[config.mk]
export PLATFORM = sky130hd
export DESIGN_NAME = traffic_light_fsm_flat
export DESIGN_NICKNAME = d
export VERILOG_FILES = /design/src/rtl/traffic_light_fsm_if.sv /design/src/rtl/traffic_light_fsm.sv /design/src/flat_wrapper.sv
export SDC_FILE = /design/constraint.sdc
export NUM_CORES = 1
export LEC_CHECK = 0
export BUFFER_PORTS_ARGS = -buffer_cell sky130_fd_sc_hd__buf_4
export CORE_MARGIN = 2
export CORE_UTILIZATION = 53
export CTS_CLUSTER_SIZE = 25
export DETAILED_ROUTE_END_ITERATION = 16
export PLACE_DENSITY_LB_ADDON = 0.1
export SLEW_MARGIN = 5
export SYNTH_ARGS = -nofsm -noshare
export SYNTH_HDL_FRONTEND = slang
export SYNTH_SLANG_ARGS = --single-unit
[constraint.sdc]
create_clock -name clk -period 2 [get_ports clk]
set_input_delay 0.1 -clock clk [delete_from_list [all_inputs] [get_ports clk]]
set_output_delay 0.1 -clock clk [all_outputs]
set_load 0.01 [all_outputs]
[src/rtl/traffic_light_fsm_if.sv]
// Lamp-controller port bundle: divider tick and hold in, lamps/state/phase pulse out.
// master = the side that drives tick_in/hold (and ped_req), slave = the controller.
// Ports: tick_in, hold, red, yellow, green, state_o[1:0], phase_done,
//        plus ped_req/ped_walk when TLC_PED_REQ_EN is defined.
interface traffic_light_fsm_if;
   logic       tick_in;
   logic       hold;
   logic       red;
   logic       yellow;
   logic       green;
   logic [1:0] state_o;
   logic       phase_done;
`ifdef TLC_PED_REQ_EN
   logic       ped_req;
   logic       ped_walk;

   modport master (
      output tick_in, hold, ped_req,
      input  red, yellow, green, state_o, phase_done, ped_walk
   );

   modport slave (
      input  tick_in, hold, ped_req,
      output red, yellow, green, state_o, phase_done, ped_walk
   );
`else
   modport master (
      output tick_in, hold,
      input  red, yellow, green, state_o, phase_done
   );

   modport slave (
      input  tick_in, hold,
      output red, yellow, green, state_o, phase_done
   );
`endif
endinterface

[src/rtl/traffic_light_fsm.sv]
// Traffic-light controller: RED -> RED_YELLOW -> GREEN -> YELLOW, dwell counted in divider ticks.
// Latency: lamps/state_o/phase_done are registered and update on the clk edge that samples the final tick.
// Backpressure: none; hold=1 discards ticks (lost, not deferred) and freezes the sequence.
//
// Ports: clk (system clock), rst (async active-high reset), tl (traffic_light_fsm_if.slave):
//   tick_in  - divider square wave, synchronous to clk, rising edge = one tick
//   hold     - while 1, detected ticks are ignored
//   red/yellow/green - lamp outputs
//   state_o  - 0=RED, 1=RED_YELLOW, 2=GREEN, 3=YELLOW
//   phase_done - one-clk pulse on each state transition
//   ped_req/ped_walk - pedestrian request/walk, present only with TLC_PED_REQ_EN defined
// Optional feature macro: TLC_PED_REQ_EN (pedestrian request shortens GREEN to MIN_GREEN_TICKS).
module traffic_light_fsm #(
   parameter int RED_TICKS        = 8,
   parameter int RED_YELLOW_TICKS = 2,
   parameter int GREEN_TICKS      = 6,
   parameter int YELLOW_TICKS     = 3,
   parameter int MIN_GREEN_TICKS  = 2,
   parameter int CNT_W            = 8
) (
   input logic               clk,
   input logic               rst,
   traffic_light_fsm_if.slave tl
);

   // Every dwell value must fit the counter.
   if (RED_TICKS        >= (1 << CNT_W) ||
       RED_YELLOW_TICKS >= (1 << CNT_W) ||
       GREEN_TICKS      >= (1 << CNT_W) ||
       YELLOW_TICKS     >= (1 << CNT_W) ||
       MIN_GREEN_TICKS  >= (1 << CNT_W)) begin : g_bad_param
      $error("traffic_light_fsm: a *_TICKS parameter does not fit in CNT_W bits");
   end

   // A zero dwell would never match "count == dur-1", so clamp to one tick.
   localparam int RED_D        = (RED_TICKS        < 1) ? 1 : RED_TICKS;
   localparam int RED_YELLOW_D = (RED_YELLOW_TICKS < 1) ? 1 : RED_YELLOW_TICKS;
   localparam int GREEN_D      = (GREEN_TICKS      < 1) ? 1 : GREEN_TICKS;
   localparam int YELLOW_D     = (YELLOW_TICKS     < 1) ? 1 : YELLOW_TICKS;

   localparam logic [CNT_W-1:0] RED_LAST        = CNT_W'(RED_D - 1);
   localparam logic [CNT_W-1:0] RED_YELLOW_LAST = CNT_W'(RED_YELLOW_D - 1);
   localparam logic [CNT_W-1:0] GREEN_LAST      = CNT_W'(GREEN_D - 1);
   localparam logic [CNT_W-1:0] YELLOW_LAST     = CNT_W'(YELLOW_D - 1);

`ifdef TLC_PED_REQ_EN
   localparam int               MIN_GREEN_D    = (MIN_GREEN_TICKS < 1) ? 1 : MIN_GREEN_TICKS;
   localparam logic [CNT_W-1:0] MIN_GREEN_LAST = CNT_W'(MIN_GREEN_D - 1);
`endif

   typedef enum logic [1:0] {
      S_RED        = 2'd0,
      S_RED_YELLOW = 2'd1,
      S_GREEN      = 2'd2,
      S_YELLOW     = 2'd3
   } state_t;

   state_t           state;
   state_t           next_state;
   logic [CNT_W-1:0] dwell_cnt;
   logic [CNT_W-1:0] last_cnt;
   logic             tick_q;
   logic             tick;
   logic             phase_end;
   logic [2:0]       lamp_q;      // {red, yellow, green}
   logic             phase_done_q;

`ifdef TLC_PED_REQ_EN
   logic             ped_pending;
   logic             ped_walk_q;
`endif

   // Lamp pattern for a state, as {red, yellow, green}.
   function automatic logic [2:0] lamps_of(input state_t s);
      case (s)
         S_RED:        lamps_of = 3'b100;
         S_RED_YELLOW: lamps_of = 3'b110;
         S_GREEN:      lamps_of = 3'b001;
         S_YELLOW:     lamps_of = 3'b010;
         default:      lamps_of = 3'b100;
      endcase
   endfunction

   // tick_q resets to 1 so a tick_in already high at reset release is not a rising edge.
   assign tick = tl.tick_in & ~tick_q & ~tl.hold;

   always_comb begin
      last_cnt   = RED_LAST;
      next_state = S_RED;
      case (state)
         S_RED: begin
            last_cnt   = RED_LAST;
            next_state = S_RED_YELLOW;
         end
         S_RED_YELLOW: begin
            last_cnt   = RED_YELLOW_LAST;
            next_state = S_GREEN;
         end
         S_GREEN: begin
            last_cnt   = GREEN_LAST;
            next_state = S_YELLOW;
         end
         S_YELLOW: begin
            last_cnt   = YELLOW_LAST;
            next_state = S_RED;
         end
         default: begin
            last_cnt   = RED_LAST;
            next_state = S_RED;
         end
      endcase
   end

   always_comb begin
      phase_end = (dwell_cnt == last_cnt);
`ifdef TLC_PED_REQ_EN
      // A waiting pedestrian cuts GREEN short once the minimum green has been served.
      if (state == S_GREEN && ped_pending && dwell_cnt >= MIN_GREEN_LAST) begin
         phase_end = 1'b1;
      end
`endif
   end

   always_ff @(posedge clk or posedge rst) begin
      if (rst) begin
         state        <= S_RED;
         dwell_cnt    <= '0;
         tick_q       <= 1'b1;
         lamp_q       <= 3'b100;
         phase_done_q <= 1'b0;
`ifdef TLC_PED_REQ_EN
         ped_pending  <= 1'b0;
         ped_walk_q   <= 1'b0;
`endif
      end else begin
         tick_q       <= tl.tick_in;
         phase_done_q <= 1'b0;
         if (tick) begin
            if (phase_end) begin
               state        <= next_state;
               dwell_cnt    <= '0;
               phase_done_q <= 1'b1;
               lamp_q       <= lamps_of(next_state);
`ifdef TLC_PED_REQ_EN
               if (state == S_YELLOW && ped_pending) begin
                  ped_walk_q  <= 1'b1;
                  ped_pending <= 1'b0;
               end
               if (state == S_RED) begin
                  ped_walk_q <= 1'b0;
               end
`endif
            end else begin
               dwell_cnt <= dwell_cnt + 1'b1;
            end
         end
`ifdef TLC_PED_REQ_EN
         // Placed last so a request in the same clk as the hand-off is kept for the next GREEN.
         if (tl.ped_req) begin
            ped_pending <= 1'b1;
         end
`endif
      end
   end

   assign tl.red        = lamp_q[2];
   assign tl.yellow     = lamp_q[1];
   assign tl.green      = lamp_q[0];
   assign tl.state_o    = state;
   assign tl.phase_done = phase_done_q;
`ifdef TLC_PED_REQ_EN
   assign tl.ped_walk   = ped_walk_q;
`endif

endmodule

[src/flat_wrapper.sv]
// flat-port wrapper written by rule: the top's interface ports become plain ports
module traffic_light_fsm_flat 
#(
   parameter int RED_TICKS        = 8,
   parameter int RED_YELLOW_TICKS = 2,
   parameter int GREEN_TICKS      = 6,
   parameter int YELLOW_TICKS     = 3,
   parameter int MIN_GREEN_TICKS  = 2,
   parameter int CNT_W            = 8
)
  (clk, rst, tl_tick_in, tl_hold, tl_red, tl_yellow, tl_green, tl_state_o, tl_phase_done);
  traffic_light_fsm_if tl_i ();
  input logic clk;
  input logic rst;
  input wire logic [$bits(tl_i.tick_in)-1:0] tl_tick_in;
  input wire logic [$bits(tl_i.hold)-1:0] tl_hold;
  output wire logic [$bits(tl_i.red)-1:0] tl_red;
  output wire logic [$bits(tl_i.yellow)-1:0] tl_yellow;
  output wire logic [$bits(tl_i.green)-1:0] tl_green;
  output wire logic [$bits(tl_i.state_o)-1:0] tl_state_o;
  output wire logic [$bits(tl_i.phase_done)-1:0] tl_phase_done;
  assign tl_i.tick_in = tl_tick_in;
  assign tl_i.hold = tl_hold;
  assign tl_red = tl_i.red;
  assign tl_yellow = tl_i.yellow;
  assign tl_green = tl_i.green;
  assign tl_state_o = tl_i.state_o;
  assign tl_phase_done = tl_i.phase_done;
  traffic_light_fsm #(.RED_TICKS(RED_TICKS), .RED_YELLOW_TICKS(RED_YELLOW_TICKS), .GREEN_TICKS(GREEN_TICKS), .YELLOW_TICKS(YELLOW_TICKS), .MIN_GREEN_TICKS(MIN_GREEN_TICKS), .CNT_W(CNT_W)) u_core (.clk(clk), .rst(rst), .tl(tl_i));
endmodule
==> results of run 1 <==
==> flip-flops by register name, summed over array words and instances (netlist names) <==
signal,flops
u_core.dwell_cnt,8
u_core.tl.phase_done,1
u_core.lamp_q,2
u_core.tick_q,1
u_core.tl.state_o,2
==> cell type report <==
cell class | count | area, sq um
clock buffer | 4 | 36.3
fill | 100 | 418
inverter | 4 | 15.0
multi-input combinational | 43 | 374
sequential | 14 | 353
tap | 15 | 18.8
timing repair buffer | 13 | 103
==> stage by stage <==
stage          utilization [%]  power [mW]
5_1_grt                   68.3        1.28
4_1_cts                   68.3        1.21
3_3_place_gp              64.0       0.985
6_report                  68.3        1.19
3_5_place_dp              64.0       0.998
2_1_floorplan                -       0.824
==> Yosys cell counts (all sizes together) <==
master | number | share of area (%)
a21o | 1 | 1.0
dfstp | 2 | 7.0
buf | 1 | 1.0
and2 | 1 | 0.84
nand3 | 4 | 4.3
a211oi | 1 | 1.0
inv | 4 | 2.0
nor3b | 1 | 2.5
mux2i | 2 | 2.7
or4 | 1 | 1.5
mux2 | 3 | 5.5
nor3 | 1 | 1.3
a22o | 1 | 1.2
a21oi | 1 | 0.67
nand2 | 3 | 1.5
nor2 | 5 | 3.5
ha | 5 | 8.3
dfrtp | 12 | 40
xnor2 | 7 | 8.2
nor2b | 1 | 0.84
nand4 | 2 | 1.7
and3 | 1 | 0.84
and4 | 1 | 1.3
a31o | 1 | 1.2
==> cell usage in the layout, fill, tap and decap left out, types with 2 or more instances in the layout <==
cell           Yosys  layout
clkbuf_4           0       3
buf_4              1      11
nand4_1            2       2
nor2_1             4       4
dfstp_2            2       2
mux2_4             2       2
xnor2_1            7       7
nand3_1            3       3
dfrtp_1           12      12
mux2i_1            2       2
dlygate4sd3_1      0       2
nand2_1            3       3
ha_1               5       5
inv_1              4       4
==> worst paths after layout <==
check / cells after the start / start / end / slack (ns)
worst max-delay path: 6 / u_core.tl.state_o[0] / u_core.lamp_q[0] / 0.18
worst min-delay path: 4 / tl_hold / u_core.tl.phase_done / 0.14
worst max register to register: 6 / u_core.tl.state_o[0] / u_core.lamp_q[0] / 0.18
worst min register to register: 2 / u_core.lamp_q[2] / u_core.lamp_q[2] / 0.48
max in group asynchronous: 3 / rst / u_core.lamp_q[2] / 1.24
min in group asynchronous: 3 / rst / u_core.tl.phase_done / 0.40
==> worst reg2reg max path, cell delays in order, from the launching register on <==
cell	delay [ns]
dfrtp_1	0.39
inv_1	0.10
ha_1	0.27
xnor2_1	0.15
nor3_2	0.31
nand3_4	0.16
mux2_4	0.33
==> cell families after synthesis <==
family                   Yosys count  synth area share, %
multiplexers                       5                 8.18
adder cells (fa/ha/maj)            5                 8.35
flip-flops                        14                 47.1
XOR/XNOR                           7                 8.18
buffers and inverters              5                 3.00
AO/OA/AOI/OAI                      5                 5.01
AND/OR/NAND/NOR                   21                 20.2
==> power by group through the flow <==
stage / clock, mW / sequential (mW) / combinational [mW]
after CTS: 0.209 / 0.448 / 0.550
after global placement: 0 / 0.448 / 0.537
final: 0.203 / 0.447 / 0.544
after floorplan: 0 / 0.469 / 0.355
after global routing: 0.220 / 0.462 / 0.596
after detailed placement: 0 / 0.454 / 0.544
==> per-layer routing <==
metal / part of all wire (%) / global-route usage, % / up-vias
li1: - / - / 245
met1: 48 / 19.2 / 249
met2: 46 / 24.4 / 9
met3: 2.9 / 4.35 / 4
met4: 3.2 / 13.5 / 0
met5: 0 / 0 / -
==> timing repair <==
| item | CTS | global route |
|---|---|---|
| hold endpoints to repair | 13 | 0 |
| hold buffers | 2 | 0 |
| setup endpoints to repair | 0 | 0 |
==> results_dict.tcl, run 1 <==
set metrics [dict create \
    crit_buf_inv 1 \
    clkTransAtPathRegs_ns 0.09 \
    via_count 507 \
    io_pins 10 \
    final_area_sq_um 900 \
    ctsHtreeMaxLevel 1 \
    io_buffers 9 \
    syn_area_per_cell_sq_um 12.1 \
    preCtsSetupSlack_ns 0.196 \
    ys_seq_area_share_pct 47.1 \
    slowest_delay_ns 0.39 \
    drv_slew 0 \
    min_period_ns 1.82 \
    cts_sinks 14 \
    netlist_area_sq_um 749 \
    grtUsageTotal_pct 16.3 \
    status "finished clean" \
    final-setup-viol-count 0 \
    hold_path_class "input pin to flop" \
    final_cells 93 \
    p_switching_uw 434 \
    die_area_sq_um 1730 \
    clockPowerShare_pct 17.0 \
    cts_resized 0 \
    start_util_pct 56.9 \
    powerDensity_nw_per_um2 1330 \
    crit_chain "inv_1 > ha_1 > xnor2_1 > nor3_2 > nand3_4 > mux2_4" \
    fin_crit_sh_pct 90.8 \
    routabilityCongestion 0.764 \
    dp.final_hpwl_um 944 \
    diodes 0 \
    grt_pass1_vias 479 \
    via_per_inst 5.45 \
    crit_fanout 5 \
    final_antenna_net_count 0 \
    grt_pass1_wl_um 2040 \
    crit_path_start_kind "flop" \
    die_w_um 41.6 \
    slowest_stage "dfrtp_1" \
    power.leakage_nw 0.448 \
    timing.hold.ws_ns 0.140 \
    grt_start_max_net_pins 15 \
    placed_cells 87 \
    cts-buffers-inserted 3 \
    fmax_mhz 551 \
    layout-drive-gt1-share_pct 34.6 \
    remaining_drc_errors 0 \
    place_area_sq_um 843 \
    clock_latency_ns 0.28 \
    ir_drop_uv 726 \
    fp.dieH_um 41.6 \
    cp.arrival_ns 1.98 \
    avgRoutedWirePerCell_um 13.3 \
    combPwrFrac_pct 45.6 \
    wl_um 1240 \
    clockRootBuffer "clkbuf_4" \
    synth_nets 71 \
    pwr-share-seq_pct 37.5 \
    rows 13 \
    ys_types 27 \
    hold_viol_final 0 \
    drt_iter0_markers 6 \
    layout.nets 88 \
    critPathKind "flop to flop" \
    worst_pin_slew_ns 0.508 \
    setup_tns_ns 0 \
    syn_to_final_growth_pct 20.0 \
    setup_ws_ns 0.184 \
    core_sq_um 1320 \
    p_int_uw 760 \
    dr.pass1.iters 4 \
    cts_buffer_depth 2 \
    required_ns 2.17 \
    antenna_found_initial 0 \
    switching_share_pct 36.4 \
    cts_tree "yes" \
    cts_setup_buffers 0 \
    rsz0062_at_grt "no" \
    synth-seq-cells 14 \
    cap_viol_max_count 0 \
    relSlewSlack_pct 66.1 \
    synthCells 62 \
    yosysWarnings 0 \
    end_kind "flop" \
    clock_skew_ns 0.00400 \
    grt_overflow 0 \
    crit_family "simple AND/OR/NAND/NOR gates" \
]
Note: power is estimated with default switching activity, not from simulation.
==> inputs of run 2 (changes only) <==
--- a/config.mk
+++ b/config.mk
@@ -7,7 +7,7 @@
 export LEC_CHECK = 0
 export BUFFER_PORTS_ARGS = -buffer_cell sky130_fd_sc_hd__buf_4
 export CORE_MARGIN = 2
-export CORE_UTILIZATION = 53
+export CORE_UTILIZATION = 25
 export CTS_CLUSTER_SIZE = 25
 export DETAILED_ROUTE_END_ITERATION = 16
 export PLACE_DENSITY_LB_ADDON = 0.1
==> run 2 against run 1 <==
Net effect:
- core utilization fell by 36 points
- hold slack improved by 0.00095 ns
- largest power group unchanged
- register-to-register slack got worse by 0.03 ns
- sequential power barely moved
- critical endpoint is now u_core.tl.state_o[1]
- final cell count rose by 16%
- via count fell by 1.4%
- clock-buffer cell count fell by 1
- sequential share of layout area fell by 0.27 points
- highest routed layer unchanged
- non-clock buffer count did not move
- die area rose by 99%
- first-iteration DRC count fell by 17%
- combinational power rose by 0.9%
==> results_dict.tcl, run 2 (synthesized netlist as in run 1, its figures left out) <==
set metrics [dict create \
    clock_latency_ns 0.28 \
    r2r_start "u_core.tl.state_o[1]" \
    start_util_pct 26.7 \
    die_area_sq_um 3450 \
    drt_iter0_markers 5 \
    final_area_sq_um 906 \
    rsz0062_at_grt "no" \
    cts_tree "yes" \
    hold_viol_final 0 \
    grt_start_max_net_pins 15 \
    cts-buffers-inserted 3 \
    fin_crit_sh_pct 92.2 \
    grtUsageTotal_pct 9.51 \
    die_w_um 58.8 \
    power.leakage_nw 0.440 \
    end_kind "flop" \
    cts_sinks 14 \
    core_sq_um 2810 \
    largest_reg_flops 8 \
    wl_um 1390 \
    reg2reg_slack_ns 0.16 \
    slowest_stage "dfrtp_1" \
    crit_fanout 5 \
    drv_slew 0 \
    preCtsSetupSlack_ns 0.144 \
    routabilityCongestion 0.664 \
    grt_overflow 0 \
    diodes 0 \
    hold_start "tl_hold" \
    clockRootBuffer "clkbuf_4" \
    fmax_mhz 542 \
    clkTransAtPathRegs_ns 0.09 \
    via_per_inst 4.63 \
    crit_chain "inv_1 > ha_1 > xnor2_1 > nor3_2 > nand3_4 > mux2_4" \
    syn_to_final_growth_pct 20.9 \
    cp.arrival_ns 2.02 \
    crit_path_start_kind "flop" \
    layout.nets 88 \
    status "finished clean" \
    setup_ws_ns 0.156 \
    slowest_delay_ns 0.36 \
    hold_path_class "input pin to flop" \
    antenna_found_initial 0 \
    required_ns 2.18 \
    r2r_cells 6 \
    relSlewSlack_pct 62.6 \
    remaining_drc_errors 0 \
    timing.rr.end "u_core.tl.state_o[1]" \
    final_antenna_net_count 0 \
    ctsHtreeMaxLevel 1 \
    dr.pass1.iters 4 \
    min_period_ns 1.84 \
    cap_viol_max_count 0 \
    largest_register "u_core.dwell_cnt" \
    p_total_mw 1.16 \
    avgRoutedWirePerCell_um 12.9 \
    rows 19 \
    ir_drop_uv 497 \
    final_cell_mix "dfrtp_1, buf_4, xnor2_1" \
    fillerInstances 293 \
    final-setup-viol-count 0 \
    grt_pass1_wl_um 2400 \
    clock_skew_ns 0.00159 \
    grt_pass1_vias 495 \
    layout-drive-gt1-share_pct 33.8 \
    hold-path-cell-count 4 \
    final_common_cell "dfrtp_1" \
    min_to "u_core.tl.phase_done" \
    place_area_sq_um 863 \
    cts_buffer_depth 2 \
    worst_pin_slew_ns 0.560 \
    io_buffers 9 \
    regArea_sq_um 353 \
    powerDensity_nw_per_um2 1280 \
    multiInputGateArea_sq_um 374 \
    io_pins 10 \
    via_count 500 \
    critPathKind "flop to flop" \
    dp.final_hpwl_um 1030 \
    setup_tns_ns 0 \
    fp.dieH_um 58.8 \
]
-- run 2: changes by cell type in the layout (fill, tap and decap cells not counted) --
cell,change
clkbuf_8,-1
-- run 2: layer usage --
metal / vias to the layer above / track usage, % / wire, um
li1: 245 / - / -
met1: 244 / 12.6 / 655
met2: 8 / 14.1 / 664
met3: 3 / 3.96 / 56
met4: 0 / 2.92 / 13
met5: - / 0 / 0
-- run 2: repair_timing --
| item | in CTS | in global routing |
|---|---|---|
| gates resized for setup | 0 | 0 |
| setup buffers | 0 | 0 |
| endpoints found under the setup margin | 0 | 0 |
| hold endpoints to repair | 13 | 0 |
| hold buffers | 2 | 0 |
-- run 2: power breakdown --
group	total [mW]	switching, mW	internal, mW	leakage [nW]
logic	0.549	0.266	0.283	0.249
registers	0.450	0.0832	0.366	0.178
clock network	0.165	0.0950	0.0700	0.0138
total	1.16	0.444	0.720	0.440
-- run 2: worst max-delay path, delay by kind of cell (launching register included) --
family                   cells  cell delay [ns]
buffers and inverters        1             0.07
XOR/XNOR                     1             0.15
multiplexers                 1             0.33
flip-flops                   1             0.36
AND/OR/NAND/NOR              2             0.50
adder cells (fa/ha/maj)      1             0.33
-- run 2: area by class of cell --
cell class              count  area share [%]
well taps                  31            4.28
flip-flops and latches     14            39.0
multi-input cells          43            41.3
repair buffers             13            11.3
clock buffers               3            2.49
inverters                   4            1.66
-- run 2: how the worst max path moves through the flow --
stage | startpoint | endpoint | slack [ns] | cells after the start
4_1_cts | u_core.tl.state_o[1] | u_core.tl.state_o[1] | 0.13 | 6
6_report | u_core.tl.state_o[1] | u_core.tl.state_o[1] | 0.16 | 6
2_1_floorplan | u_core.tl.state_o[0] | u_core.tl.state_o[1] | 0.12 | 6
3_3_place_gp | u_core.tl.state_o[1] | u_core.tl.state_o[1] | 0.19 | 6
5_1_grt | u_core.tl.state_o[1] | u_core.tl.state_o[1] | 0.05 | 6
3_5_place_dp | u_core.tl.state_o[1] | u_core.tl.state_o[1] | 0.14 | 6
-- run 2: metrics by stage --
stage	std cells	utilization (%)	hold slack, ns
after detailed placement	103	30.8	0.203
after global placement	103	30.8	0.204
after global routing	108	32.3	0.146
after floorplan	62	-	-0.0122
after CTS	108	32.3	0.138
final	108	32.3	0.141
